==> src/rtl/tt_spine_ctrl_pkg.sv <==
`default_nettype none
// +----------------------------------------------------------------------------+
// | tt_spine_ctrl_pkg                                                          |
// | Shared widths, spine field offsets, FSM states and select arithmetic.      |
// | Revision: 1.0                                                              |
// +----------------------------------------------------------------------------+

`ifndef TT_N_I
`define TT_N_I 10
`endif
`ifndef TT_N_O
`define TT_N_O 8
`endif
`ifndef TT_N_IO
`define TT_N_IO 8
`endif

package tt_spine_ctrl_pkg;

    localparam int c_n_i   = `TT_N_I;
    localparam int c_n_o   = `TT_N_O;
    localparam int c_n_io  = `TT_N_IO;
    localparam int c_sel_w = 10;
    localparam int c_cnt_w = 4;

    // Inward word, LSB first: gl, ena, sel, usr, gh.  Outward: gl, usr, gh.
    localparam int c_iw_ena     = 1;
    localparam int c_iw_sel_lsb = 2;
    localparam int c_iw_usr_lsb = c_iw_sel_lsb + c_sel_w;
    localparam int c_ow_usr_lsb = 1;

    typedef enum logic [1:0] {
        ST_OFF    = 2'd0,
        ST_DROP   = 2'd1,
        ST_SETTLE = 2'd2,
        ST_ON     = 2'd3
    } state_t;

    // Select reset beats increment; increment wraps naturally at 10 bits.
    function automatic logic [c_sel_w-1:0] sel_next(input logic [c_sel_w-1:0] sel,
                                                     input logic do_rst,
                                                     input logic do_inc);
        if (do_rst)
            return '0;
        else if (do_inc)
            return sel + c_sel_w'(1);
        else
            return sel;
    endfunction

endpackage

`default_nettype wire

==> src/rtl/tt_spine_ctrl_if.sv <==
`default_nettype none
// +----------------------------------------------------------------------------+
// | tt_spine_ctrl_if                                                           |
// | Spine inward/outward word bundle between root controller and row muxes.    |
// | Revision: 1.0                                                              |
// +----------------------------------------------------------------------------+

interface tt_spine_ctrl_if
    import tt_spine_ctrl_pkg::*;
#(
    parameter int S_IW = c_n_i + c_n_io + 13,
    parameter int S_OW = c_n_o + 2 * c_n_io + 2
);
    logic [S_IW-1:0] spine_iw;
    logic [S_OW-1:0] spine_ow;

    modport master (output spine_iw, input spine_ow);
    modport slave  (input spine_iw, output spine_ow);
endinterface

`default_nettype wire

==> src/rtl/tt_ctrl_sync.sv <==
`default_nettype none
// +----------------------------------------------------------------------------+
// | tt_ctrl_sync                                                               |
// | Two-flop synchronizer; EDGE=1 turns the output into a rising-edge pulse.   |
// | Revision: 1.0                                                              |
// +----------------------------------------------------------------------------+

module tt_ctrl_sync #(
    parameter bit EDGE = 1'b0
) (
    input  wire  clk,
    input  wire  rst,
    input  wire  d,
    output logic q
);

    logic r_meta;
    logic r_sync;

    always_ff @(posedge clk) begin
        if (rst) begin
            r_meta <= 1'b0;
            r_sync <= 1'b0;
        end else begin
            r_meta <= d;
            r_sync <= r_meta;
        end
    end

    generate
        if (EDGE) begin : g_edge
            logic r_prev;
            always_ff @(posedge clk) begin
                if (rst)
                    r_prev <= 1'b0;
                else
                    r_prev <= r_sync;
            end
            assign q = r_sync & ~r_prev;
        end else begin : g_level
            assign q = r_sync;
        end
    endgenerate

endmodule

`default_nettype wire

==> src/rtl/tt_spine_ctrl.sv <==
`default_nettype none
// +----------------------------------------------------------------------------+
// | tt_spine_ctrl                                                              |
// | Root-end spine controller: select sequencing, enable gating, pad muxing.   |
// | Revision: 1.0                                                              |
// +----------------------------------------------------------------------------+

module tt_spine_ctrl
    import tt_spine_ctrl_pkg::*;
#(
    parameter int N_I        = c_n_i,
    parameter int N_O        = c_n_o,
    parameter int N_IO       = c_n_io,
    parameter int SETTLE_CYC = 4,
    parameter int S_OW       = N_O + 2 * N_IO + 2,
    parameter int S_IW       = N_I + N_IO + 13
) (
    input  wire               clk,
    input  wire               rst,
    input  wire               ctrl_sel_rst,
    input  wire               ctrl_sel_inc,
    input  wire               ctrl_ena,
    input  wire  [N_I-1:0]    pad_ui_in,
    input  wire  [N_IO-1:0]   pad_uio_in,
    output logic [N_O-1:0]    pad_uo_out,
    output logic [N_IO-1:0]   pad_uio_out,
    output logic [N_IO-1:0]   pad_uio_oe,
    tt_spine_ctrl_if.master   spine,
    output logic [c_sel_w-1:0] cur_sel,
    output logic              active
);

    localparam int c_usr_iw_w = N_I + N_IO;
    localparam int c_usr_ow_w = N_O + 2 * N_IO;
    localparam logic [c_cnt_w-1:0] c_reload = c_cnt_w'(SETTLE_CYC - 1);

    logic w_sel_rst;
    logic w_inc;
    logic w_ena_req;
    logic w_chg;

    state_t              r_state, w_state_nx;
    logic [c_sel_w-1:0]  r_sel, w_sel_nx;
    logic [c_cnt_w-1:0]  r_cnt, w_cnt_nx;
    logic                r_pend_rst, w_pend_rst_nx;
    logic                r_pend_inc, w_pend_inc_nx;

    logic [c_usr_iw_w-1:0] r_usr_iw;
    logic [c_usr_ow_w-1:0] w_usr_ow;
    logic [S_IW-1:0]       w_iw;
    logic                  w_unused_guards;

    tt_ctrl_sync #(.EDGE(1'b0)) u_sync_rst (.clk(clk), .rst(rst), .d(ctrl_sel_rst), .q(w_sel_rst));
    tt_ctrl_sync #(.EDGE(1'b1)) u_sync_inc (.clk(clk), .rst(rst), .d(ctrl_sel_inc), .q(w_inc));
    tt_ctrl_sync #(.EDGE(1'b0)) u_sync_ena (.clk(clk), .rst(rst), .d(ctrl_ena),     .q(w_ena_req));

    assign w_chg = w_sel_rst | w_inc;

    always_ff @(posedge clk) begin
        if (rst) begin
            r_state    <= ST_OFF;
            r_sel      <= '0;
            r_cnt      <= '0;
            r_pend_rst <= 1'b0;
            r_pend_inc <= 1'b0;
        end else begin
            r_state    <= w_state_nx;
            r_sel      <= w_sel_nx;
            r_cnt      <= w_cnt_nx;
            r_pend_rst <= w_pend_rst_nx;
            r_pend_inc <= w_pend_inc_nx;
        end
    end

    // sel only moves outside ON, and never during the DROP cycle itself:
    // a change seen in ON is parked and applied on the DROP->SETTLE edge.
    always_comb begin
        w_state_nx    = r_state;
        w_sel_nx      = r_sel;
        w_cnt_nx      = r_cnt;
        w_pend_rst_nx = r_pend_rst;
        w_pend_inc_nx = r_pend_inc;
        case (r_state)
            ST_OFF: begin
                if (w_chg) begin
                    w_sel_nx   = sel_next(r_sel, w_sel_rst, w_inc);
                    w_state_nx = ST_SETTLE;
                    w_cnt_nx   = c_reload;
                end else if (w_ena_req) begin
                    w_state_nx = ST_SETTLE;
                    w_cnt_nx   = c_reload;
                end
            end
            ST_ON: begin
                if (w_chg) begin
                    w_state_nx    = ST_DROP;
                    w_pend_rst_nx = w_sel_rst;
                    w_pend_inc_nx = w_inc;
                end else if (!w_ena_req) begin
                    w_state_nx = ST_OFF;
                end
            end
            ST_DROP: begin
                w_sel_nx      = sel_next(r_sel, r_pend_rst | w_sel_rst, r_pend_inc | w_inc);
                w_pend_rst_nx = 1'b0;
                w_pend_inc_nx = 1'b0;
                w_state_nx    = ST_SETTLE;
                w_cnt_nx      = c_reload;
            end
            ST_SETTLE: begin
                if (w_chg) begin
                    w_sel_nx = sel_next(r_sel, w_sel_rst, w_inc);
                    w_cnt_nx = c_reload;
                end else if (r_cnt == '0) begin
                    w_state_nx = w_ena_req ? ST_ON : ST_OFF;
                end else begin
                    w_cnt_nx = r_cnt - c_cnt_w'(1);
                end
            end
            default: begin
                w_state_nx = ST_OFF;
            end
        endcase
    end

    assign active  = (r_state == ST_ON);
    assign cur_sel = r_sel;

    assign w_usr_ow        = spine.spine_ow[c_ow_usr_lsb +: c_usr_ow_w];
    assign w_unused_guards = spine.spine_ow[0] ^ spine.spine_ow[S_OW-1];

    always_ff @(posedge clk) begin
        if (rst) begin
            r_usr_iw    <= '0;
            pad_uo_out  <= '0;
            pad_uio_out <= '0;
            pad_uio_oe  <= '0;
        end else if (r_state == ST_ON) begin
            r_usr_iw    <= {pad_uio_in, pad_ui_in};
            pad_uo_out  <= w_usr_ow[0 +: N_O];
            pad_uio_out <= w_usr_ow[N_O +: N_IO];
            pad_uio_oe  <= w_usr_ow[N_O + N_IO +: N_IO];
        end else begin
            r_usr_iw    <= '0;
            pad_uo_out  <= '0;
            pad_uio_out <= '0;
            pad_uio_oe  <= '0;
        end
    end

    // User inputs are also gated by the live state so nothing leaks on exit.
    always_comb begin
        w_iw = '0;
        w_iw[c_iw_ena] = active;
        w_iw[c_iw_sel_lsb +: c_sel_w] = r_sel;
        w_iw[c_iw_usr_lsb +: c_usr_iw_w] = active ? r_usr_iw : '0;
    end

    assign spine.spine_iw = w_iw;

endmodule

`default_nettype wire
==> src/flat_wrapper.sv <==
// flat-port wrapper written by rule: the top's interface ports become plain ports
module tt_spine_ctrl_flat import tt_spine_ctrl_pkg::*;
#(
    parameter int N_I        = c_n_i,
    parameter int N_O        = c_n_o,
    parameter int N_IO       = c_n_io,
    parameter int SETTLE_CYC = 4,
    parameter int S_OW       = N_O + 2 * N_IO + 2,
    parameter int S_IW       = N_I + N_IO + 13
)
  (clk, rst, ctrl_sel_rst, ctrl_sel_inc, ctrl_ena, pad_ui_in, pad_uio_in, pad_uo_out, pad_uio_out, pad_uio_oe, cur_sel, active, spine_spine_iw, spine_spine_ow);
  tt_spine_ctrl_if #(.S_IW(S_IW), .S_OW(S_OW)) spine_i ();
  input  wire clk;
  input  wire rst;
  input  wire ctrl_sel_rst;
  input  wire ctrl_sel_inc;
  input  wire ctrl_ena;
  input  wire  [N_I-1:0] pad_ui_in;
  input  wire  [N_IO-1:0] pad_uio_in;
  output logic [N_O-1:0] pad_uo_out;
  output logic [N_IO-1:0] pad_uio_out;
  output logic [N_IO-1:0] pad_uio_oe;
  output logic [c_sel_w-1:0] cur_sel;
  output logic active;
  output wire logic [$bits(spine_i.spine_iw)-1:0] spine_spine_iw;
  input wire logic [$bits(spine_i.spine_ow)-1:0] spine_spine_ow;
  assign spine_spine_iw = spine_i.spine_iw;
  assign spine_i.spine_ow = spine_spine_ow;
  tt_spine_ctrl #(.N_I(N_I), .N_O(N_O), .N_IO(N_IO), .SETTLE_CYC(SETTLE_CYC), .S_OW(S_OW), .S_IW(S_IW)) u_core (.clk(clk), .rst(rst), .ctrl_sel_rst(ctrl_sel_rst), .ctrl_sel_inc(ctrl_sel_inc), .ctrl_ena(ctrl_ena), .pad_ui_in(pad_ui_in), .pad_uio_in(pad_uio_in), .pad_uo_out(pad_uo_out), .pad_uio_out(pad_uio_out), .pad_uio_oe(pad_uio_oe), .spine(spine_i), .cur_sel(cur_sel), .active(active));
endmodule
==> config.mk <==
export PLATFORM = sky130hd
export DESIGN_NAME = tt_spine_ctrl_flat
export DESIGN_NICKNAME = d
export VERILOG_FILES = /design/src/rtl/tt_spine_ctrl_pkg.sv /design/src/rtl/tt_spine_ctrl_if.sv /design/src/rtl/tt_ctrl_sync.sv /design/src/rtl/tt_spine_ctrl.sv /design/src/flat_wrapper.sv
export SDC_FILE = /design/constraint.sdc
export NUM_CORES = 1
export LEC_CHECK = 0
export ABC_AREA = 1
export CAP_MARGIN = 5
export CORE_MARGIN = 2
export CORE_UTILIZATION = 42
export CTS_CLUSTER_SIZE = 24
export DETAILED_ROUTE_END_ITERATION = 10
export PLACE_DENSITY = 0.79
export SYNTH_ARGS = -nofsm -noshare
export SYNTH_HDL_FRONTEND = slang
export SYNTH_SLANG_ARGS = --single-unit
==> constraint.sdc <==
create_clock -name clk -period 1.7 [get_ports clk]
set_clock_uncertainty 0.2 [all_clocks]
set_input_delay 0.34 -clock clk [delete_from_list [all_inputs] [get_ports clk]]
set_output_delay 0.34 -clock clk [all_outputs]
set_load 0.1 [all_outputs]
# Yosys cells after proc, flatten, opt, wreduce, memory -nomap -nowiden
# Cells that the tools add are included.
classes:
  n_addsub: 2
  mul: 0
  div: 0
  n_lt_le_gt_ge: 0
  n_eq_ne: 12
  n_shift: 0
  mux: 24
  n_bitwise: 6
  n_reduce_logical: 11
ops:
  columns: ["op", "count"]
  rows:
  - ["two-way mux 10 bit", 5]
  - ["case mux 10 bit (2 select lines)", 1]
  - ["two-way mux 18 bit", 1]
  - ["two-way mux 4 bit", 4]
  - ["two-way mux 2 bit", 7]
  - ["case mux 4 bit (3 select lines)", 1]
  - ["adder 10 x 1 -> 10 bit, second input constant", 1]
  - ["case mux 2 bit (4 select lines)", 1]
  - ["AND reduction 4 bit", 2]
  - ["inequality test 3 x 1 -> 1 bit, second input constant", 2]
  - ["inequality test 3 x 2 -> 1 bit, second input constant", 2]
  - ["== test 2 bit, second input constant", 2]
  - ["logical NOT 4 bit", 1]
  - ["inequality test 2 x 1 -> 1 bit, second input constant", 2]
  - ["inequality test 2 bit, second input constant", 2]
  - ["case mux 1 bit (2 select lines)", 2]
  - ["nonzero test 2 bit", 2]
  - ["OR reduction 2 bit", 2]
  - ["subtractor 4 x 1 -> 4 bit, second input constant", 1]
  - ["inequality test 3 bit, second input constant", 1]
  - ["bitwise OR 1 bit", 3]
  - ["AND reduction 3 bit", 1]
  - ["nonzero test 3 bit", 1]
  - ["== test 2 x 1 -> 1 bit, second input constant", 1]
  - ["5 further kinds", 7]
word_totals:
  ff_bits: 67
  latchBits: 0
  ramBits: 0
  rom_bits: 0
  in_bits: 49
  output_inout_bits: 66
  elab_cells: 71
  mem_count: 0

# Logic depth before layout (Yosys ltp)
# Gate-level depths: netlist of the first run.
depth:
  word_depth: 6
  ltp_mapped: 9
  depth_no_buf: 9

# Modules after synthesis
# From an unflattened synthesis of the first run, not the netlist that was laid out.
hier_totals:
  cells_unflattened: 377
  area_unflattened_um2: 2732.6
by_module_without_submodules:
  columns: ["module", "n_inst", "cells_each", "area_each_um2", "seq_area_each_um2"]
  rows:
  - ["tt_spine_ctrl", 1, 355, 2536.2, 1201.2]
  - ["tt_ctrl_sync at u_core.u_sync_ena ...", 2, 6, 55.1, 40.0]
  - ["tt_ctrl_sync at u_core.u_sync_inc", 1, 10, 86.3, 60.1]

# Worst setup path before layout of the first run
# No wires, ideal clock.
synth_timing:
  kind: "register to output"
  startpoint: "register u_core.r_state[0]"
  endpoint: "output port spine_spine_iw[19]"
  arrival_time_ps: 2125
  required_ps: 1160
  slack_ps: -965
  stages_incl_launch_ff: 5
  path_buffers: 2
  cell_sequence: "dfxtp_1 nand2_1 buf_2 buf_1 nor2_1"
synth_between:
  elab_chain_len: 2
synth_lines:
  columns: ["item", "line_no", "source"]
  rows:
  - ["start: declaration", "tt_spine_ctrl.sv:42", "state_t r_state, w_state_nx;"]
  - ["start signal: assignment", "tt_spine_ctrl.sv:67", "r_state <= w_state_nx;"]
  - ["== test 2 bit", "tt_spine_ctrl.sv:126", "assign active = (r_state == ST_ON);"]
  - ["two-way mux 18 bit", "tt_spine_ctrl.sv:156", "w_iw[c_iw_usr_lsb +: c_usr_iw_w] = active ? r_usr_iw : '0;"]
  - ["end: declaration", "flat_wrapper.sv:25", "output wire logic [$bits(spine_i.spine_iw)-1:0] spine_spine_iw;"]
# Every way passes these cells.

# Worst setup path after layout of the first run
layout_timing:
  startpoint: "register u_core.r_state[0]"
  endpoint: "output port spine_spine_iw[17]"
# The elaborated chain is that of the path after synthesis.

==> results.json, run 1 <==
{
  "cts.sinks": 67,
  "num_antenna_cells": 0,
  "vias_per_cell": 4.63,
  "max_cap_violations": 0,
  "nets": 548,
  "crit_start": "u_core.r_state[0]",
  "start_util": 0.432,
  "yosysMostFrequentCell": "nor2_1",
  "postPlaceCellArea_um2": 4640,
  "crit_chain": "nand2_8 -> buf_12 -> nor2_4 -> buf_12",
  "worstHoldStart": "u_core.u_sync_inc.r_meta",
  "setup_slack_ps": -112,
  "clock-root-buffer": "clkbuf_8",
  "synth_top_area_share": 0.495,
  "critPathArrivalTime_ps": 1270,
  "synthSimpleGateAreaFrac": 0.273,
  "r2r-start": "u_core.r_state[0]",
  "cts_tree": "done",
  "cts_buffers": 9,
  "critPathSlowestCell": "dfxtp_4",
  "drv_slew": 0,
  "synth_compound_area_frac": 0.0309,
  "critical_path_class": "reg2out",
  "clockBufferDepth": 2,
  "grt_pass1_vias": 2790,
  "ys_warn_count": 0,
  "critPathLaunchType": "flop",
  "dieHeight_um": 84.3,
  "wl_per_cell_um": 12.8,
  "ios": 115,
  "netlist_top_cells_count": "nor2_1 (101), inv_1 (92), dfxtp_1 (67)",
  "seq_area_frac_synth": 0.495,
  "max_freq_mhz": 552,
  "antenna_left": 0,
  "multi_input_area_um2": 1070,
  "row_count": 29,
  "ys_types": 24,
  "slowest_delay_ps": 380,
  "crit_required_ps": 1160,
  "synth_top_family_by_area": "simple AND/OR/NAND/NOR gates",
  "tns_ps": -1960,
  "setup_violations": 20,
  "core_area_um2": 6280,
  "synth_area_um2": 2710,
  "status": "finished, violations left",
  "gp_congestion": 0.854,
  "nFillCells": 378,
  "finalPower_mw": 4.39,
  "final_area_um2": 4970,
  "postSynthAreaPerCell_um2": 7.02,
  "syn_inst": 386,
  "yosys_most_used_dff": "dfxtp_1",
  "io_buffer_count": 110,
  "p_per_area_nw_per_um2": 885,
  "track_usage": 0.218,
  "final_hold_viol_count": 0,
  "fp.dieW_um": 84.3,
  "synth.largest_area_cell": "dfxtp_1",
  "grt_setup_unrepaired": "yes",
  "synth_xor_xnor_area_share": 0.00323,
  "violations": "negative setup slack",
  "leakage_nw": 2.15,
  "hpwlAfterDp_um": 5480,
  "fin_crit_sh": 1.07,
  "grt_max_degree": 43,
  "area_growth_pct": 83.4,
  "totalWireLength_um": 7420,
  "clk_pin_slew_ps": 80,
  "synthTopCellsByArea": "dfxtp_1 (50%), nor2_1 (14%), inv_1 (13%)",
  "min_period_ps": 1810,
  "async_flop_share": 0,
  "antenna_found_initial": 0,
  "gr-total-overflow": 0,
  "regArea_um2": 1370,
  "drt_iter0_markers": 144,
  "grt_first_pass_wirelength_um": 12300,
  "drive_gt1_frac": 0.275,
  "ir_drop_v": 0.000752,
  "hold_slack_ps": 207,
  "synth_fa_ha_area_frac": 0.0139,
  "hp-class": "reg2reg",
  "clock_latency_ps": 340,
  "htree_levels": 3,
  "critPathMostFrequentCell": "buf_12",
  "num_vias": 2678,
  "ys_ff_latch": 67,
  "dieArea_um2": 7110,
  "drc": 0,
  "worstPathMaxFanout": 8,
  "synth_edf_count": 0,
  "synth_mux_area_frac": 0,
  "first_pass_iters": 4,
  "critPathCaptureType": "output pin"
}
[kinds of logic (layout without fill, tap and decap cells)]
family                   count (synthesis)  after routing
AO/OA/AOI/OAI                           16             16
adder cells (fa/ha/maj)                  3              3
XOR/XNOR                                 1              1
AND/OR/NAND/NOR                        183            183
flip-flops                              67             67
other                                    1              2
buffers and inverters                  115            229
[registers in the layout, summed over array words and instances (netlist names)]
name                             count
u_core.u_sync_inc.g_edge.r_prev      1
u_core.u_sync_rst.r_meta             1
u_core.u_sync_ena.r_meta             1
u_core.pad_uio_oe                    8
u_core.r_pend_inc                    1
u_core.r_pend_rst                    1
u_core.u_sync_ena.q                  1
u_core.u_sync_rst.q                  1
u_core.r_usr_iw                     18
u_core.r_cnt                         4
u_core.u_sync_inc.r_meta             1
u_core.r_state                       2
u_core.pad_uio_out                   8
u_core.cur_sel                      10
u_core.u_sync_inc.r_sync             1
u_core.pad_uo_out                    8
[what timing repair did]
item | CTS | global route
pin swaps | 4 | 3
resized for setup | 6 | 12
buffers inserted | 2 | 0
gates cloned | 1 | 0
setup endpoints to repair | 20 | 33
hold buffers | 0 | 0
[per-layer routing]
layer | up-vias | track usage | wire length [µm]
met5 | - | 0 | 0
met4 | 0 | 0.104 | 263
met3 | 25 | 0.0885 | 664
met2 | 112 | 0.402 | 4000
met1 | 1226 | 0.209 | 2490
li1 | 1315 | - | -
[path summary, 6_finish.rpt]
| path | end | slack (ps) | depth (start not counted) |
|---|---|---|---|
| setup / recovery | spine_spine_iw[17] | -110 | 4 |
| hold / removal | u_core.u_sync_inc.r_sync | 210 | 2 |
| setup reg to reg | u_core.r_cnt[1] | 40 | 8 |
| hold reg to reg | u_core.u_sync_inc.r_sync | 210 | 2 |
[report_power, final]
group          internal, mW  total (mW)  switching (mW)
Clock                 0.829        1.44           0.609
Combinational         0.454        1.21           0.752
Sequential             1.66        1.75          0.0895
[cells in the final DEF, fill, tap and decap left out, drive strengths merged]
cell type,synthesis,routed
nor2,103,103
inv,94,95
buf,20,73
dfxtp,67,67
nand2,58,58
clkdlybuf4s50,0,46
nand3,17,17
a21oi,13,13
clkbuf,1,10
o21ai,3,3
ha,3,3
clkinv,0,3
nand4,2,2
conb,1,2
bufinv,0,2
nor3,2,2
nand3b,1,1
xor2,1,1
[through the flow]
step | std cells | setup WS, ps | utilization
2_1_floorplan | 387 | -71.6 | -
6_report | 578 | -112 | 0.791
3_5_place_dp | 559 | 39.9 | 0.740
4_1_cts | 578 | -130 | 0.785
5_1_grt | 578 | -165 | 0.791
3_3_place_gp | 559 | 78.7 | 0.740
[worst max-delay path: cells and delay by family, from the launching register on]
| family | cells | cell delay [ps] |
|---|---|---|
| flip-flops | 1 | 380 |
| buffers and inverters | 2 | 340 |
| AND/OR/NAND/NOR | 2 | 190 |
[area by class of cell]
cell class                 instances  share of cell area
clock buffer                      10              0.0257
clock inverter                     6              0.0179
inverter                          94              0.0710
multi-input combinational        205               0.215
sequential                        67               0.275
tap                               77              0.0194
timing repair buffer             119               0.376
No activity file was read; power rests on OpenSTA's default activity.
==> run 2: changes to the inputs <==
--- a/constraint.sdc
+++ b/constraint.sdc
@@ -3,3 +3,3 @@
 set_input_delay 0.34 -clock clk [delete_from_list [all_inputs] [get_ports clk]]
 set_output_delay 0.34 -clock clk [all_outputs]
-set_load 0.1 [all_outputs]
+set_load 0.05 [all_outputs]
==> results.json, run 2 (synthesis results as in run 1) <==
{
  "max_cap_violations": 0,
  "clockBufferDepth": 2,
  "largest_reg_flops": 18,
  "top_register": "u_core.r_usr_iw",
  "cts_buffers": 9,
  "crit_buf_inv": 2,
  "postPlaceCellArea_um2": 4610,
  "clock_latency_ps": 340,
  "worstPathMaxFanout": 5,
  "vias_per_cell": 4.73,
  "drive_gt1_frac": 0.275,
  "row_count": 29,
  "dieHeight_um": 84.3,
  "critPathMostFrequentCell": "buf_12",
  "min_period_ps": 1780,
  "violations": "negative setup slack",
  "ir_drop_v": 0.000674,
  "setup_violations": 20,
  "critPathArrivalTime_ps": 1240,
  "wl_per_cell_um": 12.7,
  "nets": 560,
  "crit_required_ps": 1160,
  "p_clk_frac": 0.332,
  "power_frac_seq": 0.412,
  "critPathLaunchType": "flop",
  "crit_chain": "nand2_8 -> buf_12 -> nor2_4 -> buf_12",
  "drc": 0,
  "fin_crit_sh": 1.05,
  "grt_max_degree": 38,
  "critPathSlowestCell": "dfxtp_4",
  "power.internal_mw": 2.91,
  "fp.dieW_um": 84.3,
  "p_switching_mw": 1.29,
  "multi_input_area_um2": 1070,
  "antenna_found_initial": 0,
  "clk_pin_slew_ps": 70,
  "cts_tree": "done",
  "max_freq_mhz": 563,
  "nFillCells": 322,
  "htree_levels": 3,
  "grt_first_pass_wirelength_um": 12300,
  "start_util": 0.432,
  "critical_path_class": "reg2out",
  "cts.sinks": 67,
  "comb_power_share": 0.256,
  "final_area_um2": 5040,
  "final_hold_viol_count": 0,
  "grt_setup_unrepaired": "yes",
  "first_pass_iters": 4,
  "io_buffer_count": 110,
  "critPathCaptureType": "output pin",
  "status": "finished, violations left",
  "setup_slack_ps": -77.7,
  "num_antenna_cells": 0,
  "grt_pass1_vias": 2839,
  "ios": 115,
  "p_per_area_nw_per_um2": 834,
  "tns_ps": -1140,
  "regArea_um2": 1350,
  "leakage_nw": 2.20,
  "cts_hold_buf": 0,
  "swShare": 0.306,
  "dp_slack_ps": -24.9,
  "area_growth_pct": 86.0,
  "fin_util": 0.803,
  "totalWireLength_um": 7500,
  "gp_congestion": 0.881,
  "num_vias": 2791,
  "slowest_delay_ps": 380,
  "cp_top_family": "flip-flops",
  "antenna_left": 0,
  "finalPower_mw": 4.20,
  "final_common_cell": "inv_1",
  "track_usage": 0.214,
  "drt_iter0_markers": 244,
  "hp-class": "reg2reg",
  "clock-root-buffer": "clkbuf_8",
  "gr-total-overflow": 0,
  "core_area_um2": 6280,
  "dieArea_um2": 7110,
  "drv_slew": 0,
  "final_cell_mix": "inv_1 (92), nor2_1 (80), buf_12 (67)",
  "hpwlAfterDp_um": 5160
}
## run 2: cell types whose count changed in the layout (fill, tap and decap cells not counted), sizes merged
cell / delta
buf: +11
clkbuf: +2
inv: -1
clkinv: -1
bufinv: -1
nor2: +1
clkinvlp: +1
## run 2: what timing repair did
item | 4_1_cts | 5_1_grt
gates cloned | 1 | 1
resized for setup | 32 | 9
buffers inserted | 4 | 0
pin swaps | 0 | 1
endpoints found under the setup margin | 21 | 29
## run 2: cell type report
| type | instances | area share |
|---|---|---|
| clock inverters | 4 | 0.00944 |
| repair buffers | 130 | 0.388 |
| well taps | 77 | 0.0191 |
| multi-input cells | 206 | 0.213 |
| clock buffers | 12 | 0.0328 |
| inverters | 94 | 0.0700 |
| flip-flops and latches | 67 | 0.268 |
## run 2: worst paths after layout
kind                       startpoint                        to  slack [ps]  cells after the start
max reg2reg  u_core.u_sync_inc.r_sync         u_core.cur_sel[8]          10                      7
max                 u_core.r_state[0]        spine_spine_iw[15]         -80                      4
min reg2reg  u_core.u_sync_inc.r_meta  u_core.u_sync_inc.r_sync         220                      2
min          u_core.u_sync_inc.r_meta  u_core.u_sync_inc.r_sync         220                      2
## run 2: power groups by stage
stage	sequential [mW]	combinational, mW	clock (mW)
after floorplan	1.82	0.497	0
after global placement	1.75	0.903	0
final	1.73	1.08	1.40
after CTS	1.73	1.03	1.40
after detailed placement	1.75	0.940	0
after global routing	1.74	1.16	1.49
## run 2: per-stage QoR
stage / hold slack, ps / cells
2_1_floorplan: 188 / 387
3_3_place_gp: 191 / 568
3_5_place_dp: 205 / 568
4_1_cts: 215 / 589
5_1_grt: 239 / 590
6_report: 221 / 590
## run 2: per-layer routing
layer / wire length (µm) / global-route usage / up-vias
met5: 0 / 0 / -
met4: 160 / 0.0689 / 0
met3: 676 / 0.0914 / 21
met2: 4010 / 0.400 / 130
met1: 2650 / 0.212 / 1293
li1: - / - / 1347
## run 2: worst min-delay path, delay by kind of cell, from the launching register on
family,cells,cell delay [ps]
DFF,1,300
buffers and inverters,1,50
and+or+nand+nor,1,30
==> run 3: changes to the inputs <==
Settings changed: CTS_CLUSTER_DIAMETER set to 50.
==> results of run 3 <==
Final layout, timing and power as in run 2 (identical DEF).
